### src/rtl/rs_pkg.sv
// Shared reservation-station types: operand and entry layouts, CDB snoop helpers.
package rs_pkg;

    localparam int TAG_W  = 3;
    localparam int DATA_W = 32;
    localparam int RD_W   = 5;
    localparam int AGE_W  = 3;

    typedef struct packed {
        logic              rdy;
        logic [TAG_W-1:0]  tag;
        logic [DATA_W-1:0] val;
    } operand_t;

    typedef struct packed {
        logic             busy;
        operand_t         op1;
        operand_t         op2;
        logic [TAG_W-1:0] tag;
        logic [RD_W-1:0]  rd;
        logic [AGE_W-1:0] age;
    } rs_entry_t;

    function automatic logic op_hit(
        input operand_t         op,
        input logic             cv,
        input logic [TAG_W-1:0] ct
    );
        return !op.rdy && cv && (op.tag == ct);
    endfunction

    function automatic operand_t op_snoop(
        input operand_t          op,
        input logic              cv,
        input logic [TAG_W-1:0]  ct,
        input logic [DATA_W-1:0] cd
    );
        operand_t r;
        r = op;
        if (op_hit(op, cv, ct)) begin
            r.rdy = 1'b1;
            r.val = cd;
        end
        return r;
    endfunction

endpackage

### src/rtl/rs_oldest_select.sv
// Combinational picker: smallest age among candidate entries.
module rs_oldest_select
    import rs_pkg::*;
#(
    parameter int DEPTH = 4,
    parameter int IDX_W = $clog2(DEPTH)
) (
    input  logic [DEPTH-1:0]       cand,
    input  logic [DEPTH*AGE_W-1:0] ages,
    output logic                   valid,
    output logic [IDX_W-1:0]       idx
);

    logic [AGE_W-1:0] best;

    always_comb begin
        valid = 1'b0;
        idx   = '0;
        best  = '1;
        for (int i = 0; i < DEPTH; i++) begin
            if (cand[i] && (!valid || ages[i*AGE_W +: AGE_W] < best)) begin
                valid = 1'b1;
                idx   = IDX_W'(i);
                best  = ages[i*AGE_W +: AGE_W];
            end
        end
    end

endmodule

### src/rtl/add_reservation_station.sv
// Add-class reservation station: CDB wakeup, oldest-ready issue to the adder.
// Define RS_WAKEUP_BYPASS_EN to let a CDB-woken entry issue in the broadcast cycle.
module add_reservation_station #(
    parameter int DEPTH  = 4,
    parameter int TAG_W  = rs_pkg::TAG_W,
    parameter int DATA_W = rs_pkg::DATA_W
) (
    input  logic                        clk,
    input  logic                        rst,
    input  logic                        flush,
    input  logic                        in_valid,
    output logic                        in_ready,
    input  logic [DATA_W+TAG_W:0]       in_rs1,
    input  logic [DATA_W+TAG_W:0]       in_rs2,
    input  logic [TAG_W-1:0]            in_tag,
    input  logic [4:0]                  in_rd,
    input  logic                        cdb_valid,
    input  logic [TAG_W-1:0]            cdb_tag,
    input  logic [DATA_W-1:0]           cdb_data,
    output logic                        fu_valid,
    input  logic                        fu_ready,
    output logic [DATA_W-1:0]           fu_op1,
    output logic [DATA_W-1:0]           fu_op2,
    output logic [TAG_W-1:0]            fu_tag,
    output logic [4:0]                  fu_rd,
    output logic [$clog2(DEPTH):0]      occupancy
);

    import rs_pkg::*;

    localparam int IDX_W = $clog2(DEPTH);
    localparam int OCC_W = IDX_W + 1;

    rs_entry_t [DEPTH-1:0]  ent, ent_n;
    logic [OCC_W-1:0]       occ, occ_n;
    logic [DEPTH-1:0]       cand, hit1, hit2;
    logic [DEPTH*AGE_W-1:0] ages;
    logic                   sel_valid;
    logic [IDX_W-1:0]       sel_idx, alloc_idx;
    logic [AGE_W-1:0]       sel_age, new_age;
    logic                   accept, issue;
    operand_t               new_op1, new_op2;

    assign in_ready  = occ < OCC_W'(DEPTH);
    assign occupancy = occ;
    assign accept    = in_valid && in_ready;
    assign issue     = sel_valid && fu_ready;
    assign fu_valid  = sel_valid;
    assign sel_age   = ent[sel_idx].age;
    assign new_age   = issue ? AGE_W'(occ - OCC_W'(1)) : AGE_W'(occ);

    // Incoming operands can be satisfied by the broadcast in their allocation cycle
    assign new_op1 = op_snoop(operand_t'(in_rs1), cdb_valid, cdb_tag, cdb_data);
    assign new_op2 = op_snoop(operand_t'(in_rs2), cdb_valid, cdb_tag, cdb_data);

    always_comb begin
        cand = '0;
        hit1 = '0;
        hit2 = '0;
        ages = '0;
        for (int i = 0; i < DEPTH; i++) begin
`ifdef RS_WAKEUP_BYPASS_EN
            hit1[i] = op_hit(ent[i].op1, cdb_valid, cdb_tag);
            hit2[i] = op_hit(ent[i].op2, cdb_valid, cdb_tag);
`endif
            cand[i] = ent[i].busy
                   && (ent[i].op1.rdy || hit1[i])
                   && (ent[i].op2.rdy || hit2[i]);
            ages[i*AGE_W +: AGE_W] = ent[i].age;
        end
    end

    rs_oldest_select #(
        .DEPTH (DEPTH),
        .IDX_W (IDX_W)
    ) u_select (
        .cand  (cand),
        .ages  (ages),
        .valid (sel_valid),
        .idx   (sel_idx)
    );

    always_comb begin
        alloc_idx = '0;
        for (int i = DEPTH - 1; i >= 0; i--) begin
            if (!ent[i].busy) alloc_idx = IDX_W'(i);
        end
    end

    always_comb begin
        fu_op1 = '0;
        fu_op2 = '0;
        fu_tag = '0;
        fu_rd  = '0;
        if (sel_valid) begin
            fu_op1 = hit1[sel_idx] ? cdb_data : ent[sel_idx].op1.val;
            fu_op2 = hit2[sel_idx] ? cdb_data : ent[sel_idx].op2.val;
            fu_tag = ent[sel_idx].tag;
            fu_rd  = ent[sel_idx].rd;
        end
    end

    always_comb begin
        ent_n = ent;
        occ_n = occ + OCC_W'(accept) - OCC_W'(issue);
        for (int i = 0; i < DEPTH; i++) begin
            if (issue && sel_idx == IDX_W'(i)) begin
                ent_n[i] = '0;
            end else if (ent[i].busy) begin
                ent_n[i].op1 = op_snoop(ent[i].op1, cdb_valid, cdb_tag, cdb_data);
                ent_n[i].op2 = op_snoop(ent[i].op2, cdb_valid, cdb_tag, cdb_data);
                // Close the age gap left by the issued entry
                if (issue && ent[i].age > sel_age)
                    ent_n[i].age = ent[i].age - AGE_W'(1);
            end
            if (accept && alloc_idx == IDX_W'(i)) begin
                ent_n[i].busy = 1'b1;
                ent_n[i].op1  = new_op1;
                ent_n[i].op2  = new_op2;
                ent_n[i].tag  = in_tag;
                ent_n[i].rd   = in_rd;
                ent_n[i].age  = new_age;
            end
        end
    end

    always_ff @(posedge clk) begin
        if (rst || flush) begin
            ent <= '0;
            occ <= '0;
        end else begin
            ent <= ent_n;
            occ <= occ_n;
        end
    end

endmodule

### config.mk
export PLATFORM = sky130hd
export DESIGN_NAME = add_reservation_station
export DESIGN_NICKNAME = d
export VERILOG_FILES = /design/src/rtl/rs_pkg.sv /design/src/rtl/rs_oldest_select.sv /design/src/rtl/add_reservation_station.sv
export SDC_FILE = /design/constraint.sdc
export NUM_CORES = 1
export LEC_CHECK = 0
export CORE_UTILIZATION = 57
export CTS_CLUSTER_SIZE = 25
export DETAILED_ROUTE_END_ITERATION = 7
export PLACE_DENSITY = 0.87
export SETUP_SLACK_MARGIN = 0.4
export SLEW_MARGIN = 10
export SYNTH_ARGS = -nofsm -noshare
export SYNTH_HDL_FRONTEND = slang
export SYNTH_SLANG_ARGS = --single-unit
export TNS_END_PERCENT = 5
### constraint.sdc
create_clock -name clk -period 7.45 [get_ports clk]
set_input_delay 1.1175 -clock clk [delete_from_list [all_inputs] [get_ports clk]]
set_output_delay 1.1175 -clock clk [all_outputs]
set_load 0.02 [all_outputs]
# After elaboration in Yosys (flattened, before gate mapping)
# Cells that the tools add are included.
# word_totals
reg_bits	339
word_cells	246
inputBits	121
# op_classes
n_addsub	7
n_reduce_logical	96
n_lt_le_gt_ge	9
n_eq_ne	16
muxes	77
# ops
op	n
two-way mux 72 bit	8
two-way mux 32 bit	14
two-way mux 84 bit	4
binary-select mux 84 bit (select 2 bit)	1
two-way mux 79 bit	1
two-way mux 3 bit	17
nonzero test 3 bit	16
logical AND 1 bit	45
two-way mux 8 bit	4
equality test 3 bit	10
AND reduction 2 bit	12
two-way mux 1 bit	20
subtractor 3 x 1 -> 3 bit, second input constant	5
zero test 1 bit	13
> comparator 3 bit	4
two-way mux 2 bit	6
less-than comparator 3 bit	3
equality test 2 bit, second input constant	4
nonzero test 2 bit	4
two-way mux 5 bit	1
equality test 2 x 1 -> 1 bit, second input constant	2
zero test 2 bit	2
logical OR 1 bit	4
adder 3 x 1 -> 3 bit	1
4 further kinds	4

# Logic depth before layout (Yosys ltp)
# depth
ltp_word	23
ltp_mapped	35

# Cells and area by module
# A second synthesis with hierarchy kept.
# hier_totals
hier_cells	2130
area_unflattened_um2	18207.5
# by_module_without_submodules
module	cells_each	n_inst	seq_area_each_um2	area_each_um2
add_reservation_station	2074	1	6786.5	17798.3
rs_oldest_select	56	1	0.0	409.1

# Least setup slack after synthesis
# No wires, ideal clock.
# synth_timing
kind	reg2reg
start	reg ent[82] (netlist name)
end	reg ent (netlist bit ages[3])
stages_incl_launch_ff	35
t_required_ns	7.334
arrival_time_ns	6.511
path_slack_ns	0.823
setup_ns	0.116
period_less_slack_ns	6.627
path_buffers	5
cell_sequence	dfxtp_1 nand3_1 nor2_1 ha_1 o221ai_2 a21oi_2 or2_2 clkbuf_1 o21ai_0 ha_1 a211o_1 nor2_1 a31o_2 o21a_1 o21ai_1 o21a_1 ha_1 a21o_1 a21o_1 a21oi_1 o21ai_0 and2_4 buf_6 buf_2 clkbuf_1 clkbuf_1 o21ai_0 a21oi_1 ha_1 nor2_1 a311oi_1 o31ai_1 a32oi_1 and2_1 a31o_2
# synth_via
elab_chain_len	21
elab_cells_between_ends	37
classes_between	4 x order compare; 1 x eq/ne; 15 x mux; 17 x reduce/logical
# synth_lines
element	line_no	text
start, declared	add_reservation_station.sv:34	rs_entry_t [DEPTH-1:0] ent, ent_n;
start signal, assigned	add_reservation_station.sv:132	ent <= ent_n;
logical AND 1 bit *	add_reservation_station.sv:67	&& (ent[i].op1.rdy || hit1[i])
logical AND 1 bit *	add_reservation_station.sv:68	&& (ent[i].op2.rdy || hit2[i]);
two-way mux 3 bit / two-way mux 1 bit (equally long branches)	rs_oldest_select.sv:21	if (cand[i] && (!valid || ages[i*AGE_W +: AGE_W] < best)) begin
less-than comparator 3 bit / zero test 1 bit (equally long branches)	rs_oldest_select.sv:21	
logical OR 1 bit	rs_oldest_select.sv:21	
logical AND 1 bit	rs_oldest_select.sv:21	
two-way mux 3 bit / two-way mux 1 bit (equally long branches)	rs_oldest_select.sv:21	
less-than comparator 3 bit / zero test 1 bit (equally long branches)	rs_oldest_select.sv:21	
[5 not listed]	-	
logical AND 1 bit	rs_oldest_select.sv:21	
two-way mux 2 bit	rs_oldest_select.sv:21	
binary-select mux 84 bit (select 2 bit)	add_reservation_station.sv:49	assign sel_age = ent[sel_idx].age;
two-way mux 79 bit	-	
> comparator 3 bit	add_reservation_station.sv:113	if (issue && ent[i].age > sel_age)
logical AND 1 bit	add_reservation_station.sv:113	
nonzero test 3 bit (no line)	-	
AND reduction 2 bit (no line)	-	
# Every way passes the cells marked *; elsewhere a longest branch is shown, timed or not. The select of a mux whose other input is x is not followed.
# A chain may end at the register's enable or synchronous reset.

# Worst setup path after layout
# layout_timing
start	reg ent[82] (netlist name)
end	out fu_op1[26]
# layout_via
elab_chain_len	19
elab_cells_between_ends	30
classes_between	3 x order compare; 16 x mux; 11 x reduce/logical
# layout_lines
element	line_no	text
logical AND 1 bit *	add_reservation_station.sv:67	
logical AND 1 bit *	add_reservation_station.sv:68	
two-way mux 3 bit / two-way mux 1 bit (equally long branches)	rs_oldest_select.sv:21	
less-than comparator 3 bit / zero test 1 bit (equally long branches)	rs_oldest_select.sv:21	
logical OR 1 bit	rs_oldest_select.sv:21	
logical AND 1 bit	rs_oldest_select.sv:21	
two-way mux 3 bit / two-way mux 1 bit (equally long branches)	rs_oldest_select.sv:21	
less-than comparator 3 bit / zero test 1 bit (equally long branches)	rs_oldest_select.sv:21	
[3 not listed]	-	
less-than comparator 3 bit / zero test 1 bit (equally long branches)	rs_oldest_select.sv:21	
logical OR 1 bit	rs_oldest_select.sv:21	
logical AND 1 bit	rs_oldest_select.sv:21	
two-way mux 2 bit	rs_oldest_select.sv:21	
binary-select mux 84 bit (select 2 bit) / binary-select mux 1 bit (select 2 bit) (equally long branches)	add_reservation_station.sv:96	fu_op1 = hit1[sel_idx] ? cdb_data : ent[sel_idx].op1.val;
two-way mux 79 bit / two-way mux 1 bit (equally long branches)	-	
two-way mux 32 bit	add_reservation_station.sv:96	
two-way mux 32 bit *	add_reservation_station.sv:95	if (sel_valid) begin
end, declared	add_reservation_station.sv:22	output logic [DATA_W-1:0] fu_op1,
# Marks and branches as above.

==> impl_metrics.env <==
export IMPL_antenna_found_initial=4
export IMPL_dieArea_sq_um=31100
export IMPL_worstPathArrival_ns=5.84
export IMPL_min_path_type="reg -> reg"
export IMPL_reg2reg_slack_ns=0.67
export IMPL_worst_slew_pin_transition_ns=1.15
export IMPL_placementRows=63
export IMPL_p_switching_mw=1.06
export IMPL_regArea_sq_um=6790
export IMPL_grt_first_pass_wirelength_mm=96.1
export IMPL_yosysSeqAreaShare=0.392
export IMPL_synthTopCellsByArea="dfxtp_1 39%, a22oi_1 13%, a211oi_1 8.4%"
export IMPL_syn_area_sq_um=17300
export IMPL_ir_worst_vdd_mv=0.145
export IMPL_hpwl_mm=36.5
export IMPL_drt_total_wl_mm=62.6
export IMPL_hold_violations=0
export IMPL_final_util=0.698
export IMPL_track_usage=0.389
export IMPL_viasPerCell=7.05
export IMPL_synth_flop_cell="dfxtp_1"
export IMPL_cp_end_kind="output port"
export IMPL_pwr_density_cell_nw_per_um2=203
export IMPL_cts_path_max_buffers=3
export IMPL_area_growth_syn_to_layout_pct=20.1
export IMPL_p_comb_frac=0.097
export IMPL_r2r_end="ages[4]"
export IMPL_yosys_warnings=0
export IMPL_cts_buffers=37
export IMPL_io_buffers=197
export IMPL_fmax_mhz=144
export IMPL_final_cell_mix="337 x dfxtp_1, 327 x nor2_1, 301 x a22oi_1"
export IMPL_seqPwrFrac=0.441
export IMPL_die_w_um=176
export IMPL_overflow=0
export IMPL_worst_r2r_path_depth=34
export IMPL_fill_cells=2329
export IMPL_drv_cap=0
export IMPL_timing_slew_headroom=0.225
export IMPL_skew_ns=0.0194
export IMPL_vias=18806
export IMPL_post_route_drc_count=0
export IMPL_drive_gt1_frac=0.109
export IMPL_cp_required_ns=6.33
export IMPL_synth_cell_types=64
export IMPL_io_pins=198
export IMPL_syn_inst=2195
export IMPL_dieHeight_um=176
export IMPL_pwr_share_clk=0.462
export IMPL_cts_root_buf="clkbuf_16"
export IMPL_status="finished clean"
export IMPL_fin_area_sq_um=20800
export IMPL_multi_input_area_sq_um=9730
export IMPL_initial_utilization=0.581
export IMPL_fin_crit_ns=6.96
export IMPL_layout_setup_ws_ns=0.492
export IMPL_crit_end="fu_op1[26]"
export IMPL_worstSkewPairLatency_ns=0.55
export IMPL_drt_pass1_iter_count=6
export IMPL_postRouteAntennaNets=0
export IMPL_cts_tree="built"
export IMPL_final_common_cell="dfxtp_1"
export IMPL_drv_slew=0
export IMPL_dpl_cell_area_sq_um=19500
export IMPL_post_synth_top_area_fraction=0.392
export IMPL_synth_edf_count=0
export IMPL_setup_tns_ns=0
export IMPL_clkTransAtPathRegs_ns=0.06
export IMPL_fin_crit_sh=0.934
export IMPL_grt_max_degree=104
export IMPL_wire_per_inst_um=23.4
export IMPL_internal_power_mw=3.16
export IMPL_first_global_vias=17699
export IMPL_cts_num_sinks=339
export IMPL_swShare=0.252
export IMPL_ys_ff_latch=339
export IMPL_synth_area_per_cell_sq_um=7.89
export IMPL_crit_path_start_kind="register"
export IMPL_preCtsSetupSlack_ns=0.161
export IMPL_final_nets=2385
export IMPL_htree_num_levels=2
export IMPL_r2r_start="ent[82]"
export IMPL_finalSetupViolations=0
export IMPL_async_reset_ff_frac=0
export IMPL_synth_largest_area_cell="dfxtp_1"
export IMPL_path_class="reg -> out"
export IMPL_leakagePower_nw=7.12
export IMPL_globalplace_congestion=0.952
export IMPL_crit_start="ent[82]"
export IMPL_crit_path_max_fanout=37
export IMPL_rsz0062_at_grt="true"
export IMPL_core_area_sq_um=29800
export IMPL_drt_iter0_markers=2577
export IMPL_syn_nets=2333
layer usage:
layer	global-route usage	wire length (um)	vias to the layer above
met3	0.0911	8310	264
met2	0.600	27500	1519
met4	0.221	3130	0
met1	0.498	23600	8714
li1	-	-	8309
met5	0	0	-
sequential cells by signal, summed over array words and instances (netlist names):
name       flops
ent          324
ages          12
occupancy      3
synth_stat cells (all sizes together) (3+ instances only):
library cell / count
dfxtp: 339
nor2: 337
a22oi: 307
a211oi: 194
nand2: 185
nand3: 163
clkbuf: 156
buf: 99
a31oi: 78
a311oi: 67
a21oi: 53
o21ai: 30
xor2: 26
inv: 21
ha: 16
nor3: 12
o211ai: 9
nand4: 8
xnor2: 8
a21o: 6
and3: 6
or4: 6
and2: 5
nand2b: 5
or2: 5
mux2i: 4
nand3b: 4
o21a: 4
a211o: 3
a221oi: 3
a31o: 3
maj3: 3
o31ai: 3
worst max-delay path: stages, from the launching register on:
cell and delay, ns:
dfxtp_2 0.38, nand3_1 0.13, nor2_2 0.13, ha_1 0.25
o221ai_2 0.12, a21oi_4 0.14, or2_4 0.29, nand2_1 0.09
o21ai_2 0.08, ha_1 0.30, a211o_1 0.15, nor2_2 0.05
a31o_2 0.26, o21ai_1 0.24, nand2_2 0.17, o21a_1 0.21
ha_1 0.29, a21o_1 0.18, a21o_1 0.18, a21oi_2 0.20
o2111ai_2 0.18, nand2_4 0.13, buf_4 0.13, bufbuf_16 0.39
nand2_1 0.09, a31oi_1 0.18, dlygate4sd1_1 0.35
power by group through the flow:
stage / clock, mW / sequential [mW] / combinational, mW
2_1_floorplan: 0 / 1.89 / 0.231
3_3_place_gp: 0 / 1.90 / 0.381
3_5_place_dp: 0 / 1.90 / 0.391
4_1_cts: 1.94 / 1.86 / 0.394
5_1_grt: 2.02 / 1.86 / 0.434
6_report: 1.95 / 1.86 / 0.409
kinds of logic after synthesis:
logic type | Yosys count | share of synthesized area
adders and majority gates | 20 | 0.0146
muxes | 4 | 0.00231
xor gates and xnor gates | 34 | 0.0172
AOI/OAI and AO/OA | 775 | 0.327
DFF | 339 | 0.392
buffers and inverters | 277 | 0.0635
and+or+nand+nor | 746 | 0.183
through the flow:
| stage | instances | hold WS, ns | total power [mW] |
|---|---|---|---|
| after floorplan | 2195 | 0.448 | 2.12 |
| after global placement | 2588 | 0.455 | 2.28 |
| after detailed placement | 2588 | 0.459 | 2.29 |
| after CTS | 2664 | 0.468 | 4.19 |
| after global routing | 2669 | 0.495 | 4.31 |
| final | 2669 | 0.467 | 4.22 |
area by class of cell:
type                       instances  area share
clock inverter                    14      0.0100
clock buffer                      54      0.0520
multi-input combinational       1580       0.467
antenna                            3    0.000361
timing repair buffer             267       0.116
tap                              390      0.0235
sequential                       339       0.326
inverter                          22     0.00397
worst min path at each step:
stage	cells after the start	to	startpoint	slack (ns)
after CTS	2	ent[91]	ent[91]	0.47
after floorplan	2	ent[87]	ent[87]	0.45
after global routing	2	ent[93]	ent[93]	0.50
after detailed placement	2	ent[93]	ent[93]	0.46
after global placement	2	ent[90]	ent[90]	0.46
final	2	ent[91]	ent[91]	0.47
what timing repair did:
item	CTS	global route
setup buffers	5	1
gates cloned	3	1
pin swaps	3	1
resized for setup	144	135
hold buffers	0	0
setup endpoints to repair	74	78
No activity file was read; power rests on OpenSTA's default activity.
